### src/rtl/systolic_pkg.sv
// Shared definitions for the systolic tile scheduler: element defaults, FSM states, lane packing.
package systolic_pkg;

  localparam int SIZE_DEF    = 8;
  localparam int DECIMAL_DEF = 4;

  typedef enum logic [1:0] {IDLE, FETCH, DRAIN, OUT} state_e;

  typedef logic [SIZE_DEF-1:0] elem_t;

  // Lanes are row-major, MSB first: lane 0 = e00 ... lane 3 = e11.
  function automatic int lane_lsb(input int lane, input int size);
    return (3 - lane) * size;
  endfunction

  function automatic elem_t lane_unpack(input logic [4*SIZE_DEF-1:0] tile, input int lane);
    return tile[lane_lsb(lane, SIZE_DEF) +: SIZE_DEF];
  endfunction

  function automatic logic [4*SIZE_DEF-1:0] lane_pack(input elem_t e00, input elem_t e01,
                                                      input elem_t e10, input elem_t e11);
    return {e00, e01, e10, e11};
  endfunction

endpackage

### src/rtl/systolic_tile_sched_tile_acc.sv
// Four-lane clear/accumulate register for one C tile; lanes add independently.
// Build option: SYSTOLIC_SAT_ACC_EN makes each lane saturate as signed instead of wrapping.
module tile_acc
  import systolic_pkg::*;
#(
  parameter int SIZE = SIZE_DEF
) (
  input  logic              clk,
  input  logic              rst,
  input  logic              clr,
  input  logic              en,
  input  logic [4*SIZE-1:0] add,
  output logic [4*SIZE-1:0] acc
);

  logic [4*SIZE-1:0] acc_q, acc_d;
  logic [SIZE-1:0]   lane_nxt [4];

  for (genvar l = 0; l < 4; l++) begin : g_lane
    localparam int LSB = lane_lsb(l, SIZE);
    logic [SIZE-1:0] cur, inc;
    assign cur = acc_q[LSB +: SIZE];
    assign inc = add[LSB +: SIZE];
`ifdef SYSTOLIC_SAT_ACC_EN
    logic [SIZE:0] sum;
    assign sum = {cur[SIZE-1], cur} + {inc[SIZE-1], inc};
    // Sign bits disagree only on overflow; clamp toward the sign of the true sum.
    always_comb begin
      lane_nxt[l] = sum[SIZE-1:0];
      if (sum[SIZE] != sum[SIZE-1])
        lane_nxt[l] = sum[SIZE] ? {1'b1, {(SIZE-1){1'b0}}} : {1'b0, {(SIZE-1){1'b1}}};
    end
`else
    assign lane_nxt[l] = cur + inc;
`endif
  end

  always_comb begin
    acc_d = acc_q;
    if (clr)     acc_d = '0;
    else if (en) acc_d = {lane_nxt[0], lane_nxt[1], lane_nxt[2], lane_nxt[3]};
  end

  always_ff @(posedge clk or negedge rst) begin
    if (!rst) acc_q <= '0;
    else      acc_q <= acc_d;
  end

  assign acc = acc_q;

endmodule

### src/rtl/systolic_tile_sched.sv
// Tiled C = A x B scheduler for the 2x2 systolic array: fetches tile pairs, accumulates, streams C tiles.
// Build option: SYSTOLIC_SAT_ACC_EN selects saturating accumulation (implemented in tile_acc).
//
// state | meaning
// IDLE  | waiting for start
// FETCH | issue A(i,k) / B(k,j) reads, one k per cycle
// DRAIN | two cycles for the last read and product to reach the accumulator
// OUT   | present C(i,j) until the consumer takes it
module systolic_tile_sched
  import systolic_pkg::*;
#(
  parameter int SIZE    = SIZE_DEF,
  parameter int DECIMAL = DECIMAL_DEF,
  parameter int TILES   = 2,
  parameter int AW      = $clog2(TILES*TILES)
) (
  input  logic              clk,
  input  logic              rst,
  input  logic              start,
  output logic              busy,
  output logic              done,
  output logic [AW-1:0]     a_addr,
  output logic [AW-1:0]     b_addr,
  input  logic [4*SIZE-1:0] a_rdata,
  input  logic [4*SIZE-1:0] b_rdata,
  output logic [4*SIZE-1:0] mi0,
  output logic [4*SIZE-1:0] mi1,
  input  logic [4*SIZE-1:0] mor,
  output logic [4*SIZE-1:0] c_data,
  output logic [AW-1:0]     c_idx,
  output logic              c_valid,
  input  logic              c_ready
);

  if (DECIMAL >= SIZE || TILES < 2) begin : g_bad_param
    $error("systolic_tile_sched: need DECIMAL < SIZE and TILES >= 2");
  end

  localparam logic [AW-1:0] LAST      = AW'(TILES - 1);
  localparam logic [0:0]    DRAIN_TOP = 1'b1;

  function automatic logic [AW-1:0] tile_addr(input logic [AW-1:0] row, input logic [AW-1:0] col);
    return AW'(int'(row) * TILES + int'(col));
  endfunction

  state_e          state_q, state_d;
  logic [AW-1:0]   i_q, i_d, j_q, j_d, k_q, k_d;
  logic [0:0]      drain_q, drain_d;
  logic            v1_q, v1_d, v2_q, v2_d;
  logic            busy_q, busy_d, done_q, done_d, c_valid_q, c_valid_d;
  logic [AW-1:0]   a_addr_q, a_addr_d, b_addr_q, b_addr_d, c_idx_q, c_idx_d;
  logic            acc_clr;
  logic            hs;

  assign hs = c_valid_q && c_ready;

  always_comb begin
    state_d = state_q;
    i_d     = i_q;
    j_d     = j_q;
    k_d     = k_q;
    drain_d = drain_q;
    v1_d    = 1'b0;
    v2_d    = v1_q;
    done_d  = 1'b0;
    acc_clr = 1'b0;
    case (state_q)
      IDLE: begin
        if (start) begin
          state_d = FETCH;
          i_d     = '0;
          j_d     = '0;
          k_d     = '0;
          acc_clr = 1'b1;
        end
      end
      FETCH: begin
        v1_d = 1'b1;
        if (k_q == LAST) begin
          state_d = DRAIN;
          k_d     = '0;
          drain_d = DRAIN_TOP;
        end else begin
          k_d = k_q + 1'b1;
        end
      end
      DRAIN: begin
        if (drain_q == '0) state_d = OUT;
        else               drain_d = drain_q - 1'b1;
      end
      OUT: begin
        if (hs) begin
          if (j_q == LAST) begin
            j_d = '0;
            i_d = i_q + 1'b1;
          end else begin
            j_d = j_q + 1'b1;
          end
          if (i_q == LAST && j_q == LAST) begin
            state_d = IDLE;
            i_d     = '0;
            done_d  = 1'b1;
          end else begin
            state_d = FETCH;
            k_d     = '0;
            acc_clr = 1'b1;
          end
        end
      end
      default: state_d = IDLE;
    endcase

    // Outputs are registered from the next-state view so they line up with the state they describe.
    busy_d    = (state_d != IDLE);
    c_valid_d = (state_d == OUT);
    a_addr_d  = (state_d == FETCH) ? tile_addr(i_d, k_d) : '0;
    b_addr_d  = (state_d == FETCH) ? tile_addr(k_d, j_d) : '0;
    c_idx_d   = (state_d == OUT)   ? tile_addr(i_d, j_d) : '0;
  end

  always_ff @(posedge clk or negedge rst) begin
    if (!rst) begin
      state_q   <= IDLE;
      i_q       <= '0;
      j_q       <= '0;
      k_q       <= '0;
      drain_q   <= '0;
      v1_q      <= 1'b0;
      v2_q      <= 1'b0;
      busy_q    <= 1'b0;
      done_q    <= 1'b0;
      c_valid_q <= 1'b0;
      a_addr_q  <= '0;
      b_addr_q  <= '0;
      c_idx_q   <= '0;
    end else begin
      state_q   <= state_d;
      i_q       <= i_d;
      j_q       <= j_d;
      k_q       <= k_d;
      drain_q   <= drain_d;
      v1_q      <= v1_d;
      v2_q      <= v2_d;
      busy_q    <= busy_d;
      done_q    <= done_d;
      c_valid_q <= c_valid_d;
      a_addr_q  <= a_addr_d;
      b_addr_q  <= b_addr_d;
      c_idx_q   <= c_idx_d;
    end
  end

  // Read data goes straight to the array so the product lands one cycle later.
  assign mi0 = v1_q ? a_rdata : '0;
  assign mi1 = v1_q ? b_rdata : '0;

  tile_acc #(.SIZE(SIZE)) u_acc (
    .clk (clk),
    .rst (rst),
    .clr (acc_clr),
    .en  (v2_q),
    .add (mor),
    .acc (c_data)
  );

  assign busy    = busy_q;
  assign done    = done_q;
  assign c_valid = c_valid_q;
  assign a_addr  = a_addr_q;
  assign b_addr  = b_addr_q;
  assign c_idx   = c_idx_q;

endmodule

### config.mk
export PLATFORM = sky130hd
export DESIGN_NAME = systolic_tile_sched
export DESIGN_NICKNAME = d
export VERILOG_FILES = /design/src/rtl/systolic_pkg.sv /design/src/rtl/systolic_tile_sched_tile_acc.sv /design/src/rtl/systolic_tile_sched.sv
export SDC_FILE = /design/constraint.sdc
export NUM_CORES = 1
export LEC_CHECK = 0
export CAP_MARGIN = 10
export CORE_MARGIN = 10
export CORE_UTILIZATION = 40
export DETAILED_ROUTE_END_ITERATION = 8
export GPL_ROUTABILITY_DRIVEN = 0
export GPL_TIMING_DRIVEN = 1
export MAX_ROUTING_LAYER = met4
export PLACE_DENSITY = 0.81
export SYNTH_ARGS = -nofsm -noshare
export SYNTH_HDL_FRONTEND = slang
export SYNTH_SLANG_ARGS = --single-unit
### constraint.sdc
create_clock -name clk -period 3.2 [get_ports clk]
set_input_delay 0.48 -clock clk [delete_from_list [all_inputs] [get_ports clk]]
set_output_delay 0.48 -clock clk [all_outputs]
set_load 0.05 [all_outputs]
==> results.cfg <==
[layout]
final_layout_size_suffix_gt1_share_pct = 4.64
layout_commonest_cell = clkdlybuf4s50_1
fin_cells = 758
utilization_pct = 64.0
syn_to_final_growth_pct = 58.0
insertedDiodeCount = 0
final_cell_mix = clkdlybuf4s50_1, and2_1, dfrtp_1
nets = 761

[synthesis]
yosys.area_share.simple_pct = 25.7
synthXorXnorAreaFrac_pct = 3.57
ys_ff_latch = 52
postSynthCellCount = 425
synth-compound-area-share_pct = 15.1
synth_fa_ha_area_share_pct = 12.6
synthArstFlopShare_pct = 100
syn_area_um2 = 3920
synth_fp_nets = 562
yosys_warnings = 0
ys_types = 51
ys.flop_type = dfrtp_1
synth_top_family_by_area = simple AND/OR/NAND/NOR gates
synth_mux_area_share_pct = 6.12
ys_seq_area_share_pct = 33.2
avgSynthCellArea_um2 = 9.23
synth_edf_count = 0

[global_route]
grt_pass1_vias = 4044
grt_first_pass_wirelength_um = 20900
grt_usage_pct = 18.3
grt_max_degree = 65
antenna_found_initial = 0
gr-total-overflow = 0

[clock_tree]
holdBufCountCts = 0
cts_root_buf = clkbuf_8
cts_tree = yes
cts_resized = 0
htree_levels = 2
post_cts.repair.setup_buffers = 0
clockBufferDepth = 2
cts_made_buffers = 5
clkSinkCount = 52
clkTransAtPathRegs_ns = 0.11
clock_latency_ns = 0.31

[route]
wirelength_um = 12800
drtIter0Drc = 125
drc = 0
wl_per_cell_um = 16.9
ant_nets = 0
avgViaCountPerCell = 4.92
dr_total_vias = 3733
drt_first_pass_iters = 4

[place]
place_inst = 750
dp_slack_ns = 0.736
port_buffers = 204
hpwl_um = 10800

[critical_path]
crit_type = reg -> out
cp.required_ns = 2.72
crit_fanout = 64
crit_path_max_incr_delay_ns = 0.84
cp-end-kind = primary output
path_buf_inv = 2
cp-start-kind = register
path_delay_family = buffers and inverters
worstPathArrival_ns = 2.13
crit_slowest_cell = clkdlybuf4s50_1
crit_chain = buf_4 -> and2_1 -> clkdlybuf4s50_1

[sta]
rsz0062_at_grt = no
post-route-min-period_ns = 2.61
slew_headroom_pct = 37.2
drv_slew = 0
fmax_ghz = 0.383
worst_slack_ns = 0.586
setup_violations = 0
min_period_over_period_pct = 81.7
hold_viol_final = 0
clock_skew_ns = 0.0182
worstMarginPinSlew_ns = 0.942
tns_ns = 0

[die]
ioPinCount = 205
initial_core_util_pct = 40.5
die_w_um = 119
die_h_um = 119
rows = 36
core-area_um2 = 9680
die_area_um2 = 14200

[status]
status = finished clean

[power]
powerDensity_nw_per_um2 = 1030
p_leak_nw = 2.65
ir_drop_mv = 0.438
p_total_w = 0.00639

[worst_hold_path]
hp-class = in -> async

[job]
drv_cap = 0
[worst register-to-register path, delay by kind of cell, from the launching register on]
family	cells	cell delay, ns
buffers and inverters	2	0.41
AND/OR/NAND/NOR	1	0.21
flip-flops	1	0.43
adder cells (fa/ha/maj)	1	0.39
AO/OA/AOI/OAI	2	0.66
[cells by family after synthesis]
| logic type | Yosys count |
|---|---|
| buffers and inverters | 37 |
| flip-flops | 52 |
| adder cells (fa/ha/maj) | 37 |
| AO/OA/AOI/OAI | 84 |
| XOR/XNOR | 16 |
| multiplexers | 24 |
| AND/OR/NAND/NOR | 175 |
[registers in the layout, summed over array words and instances (netlist names), 2 cells and up]
register and count:
u_acc.acc 32, state_q 2, j_q 2, b_addr 2, a_addr 2, k_q 2, i_q 2, c_idx 2
[metal layers]
metal | share of wire [%] | global-route usage, % | up-vias
met5 | 0 | - | -
met2 | 52 | 32.6 | 121
met3 | 6.5 | 5.20 | 8
met1 | 41 | 20.4 | 1738
li1 | - | - | 1866
met4 | 0.51 | 2.21 | 0
[power breakdown]
part           switching, W  internal (W)  total [W]  leakage [nW]
Combinational       0.00293       0.00183    0.00476          1.94
Sequential         0.000310      0.000928    0.00124         0.654
Clock              0.000227      0.000160   0.000387        0.0487
[through the flow]
stage | area [um2] | hold slack (ns)
final | 6200 | 0.270
after global routing | 6200 | 0.346
after CTS | 6200 | 0.297
after detailed placement | 6100 | 0.360
after global placement | 6100 | 0.358
after floorplan | 3920 | 0.184
[cell type report]
| cell class | instances | area [um2] |
|---|---|---|
| Inverter | 20 | 75.1 |
| Multi-Input combinational cell | 336 | 2480 |
| Tap cell | 133 | 166 |
| Fill cell | 800 | 3490 |
| Timing Repair Buffer | 209 | 2070 |
| Sequential cell | 52 | 1300 |
| Clock buffer | 5 | 68.8 |
| Clock inverter | 3 | 26.3 |
[Yosys cell counts, drive strengths merged (2+ instances only)]
library cell | instances | area, um2
a21o | 4 | 30.0
dfrtp | 52 | 1300
a31oi | 2 | 25.0
and2 | 64 | 400
xor2 | 4 | 35.0
nor2 | 36 | 140
o21a | 8 | 60.1
ha | 33 | 413
nand2 | 15 | 56.3
and3b | 4 | 36.3
fa | 4 | 80.1
xnor2 | 12 | 105
or3 | 5 | 31.3
and3 | 2 | 12.5
nand3b | 5 | 37.5
inv | 20 | 75.1
o21ai | 19 | 95.1
a21oi | 22 | 114
a211oi | 11 | 82.6
nor3b | 5 | 37.5
o211ai | 6 | 45.0
mux2i | 24 | 240
nor2b | 6 | 37.5
buf | 7 | 36.3
o31a | 3 | 26.3
nand3 | 15 | 92.6
nor3 | 2 | 10.0
clkbuf | 10 | 37.5
nand2b | 12 | 82.6
[worst paths after layout]
path | start | to | slack, ns | cells after the start
setup / recovery | v1_q$_DFF_PN0_ | mi1[21] | 0.59 | 3
hold reg to reg | v1_q$_DFF_PN0_ | v2_q$_DFF_PN0_ | 0.40 | 0
min in group clk | v1_q$_DFF_PN0_ | v2_q$_DFF_PN0_ | 0.40 | 0
max in group asynchronous | rst | i_q[0]$_DFF_PN0_ | 2.29 | 2
setup reg to reg | state_q[1]$_DFF_PN0_ | u_acc.acc[17]$_DFFE_PN0P_ | 0.96 | 6
hold / removal | rst | u_acc.acc[13]$_DFFE_PN0P_ | 0.27 | 1
(Power assumes the default switching activity.)
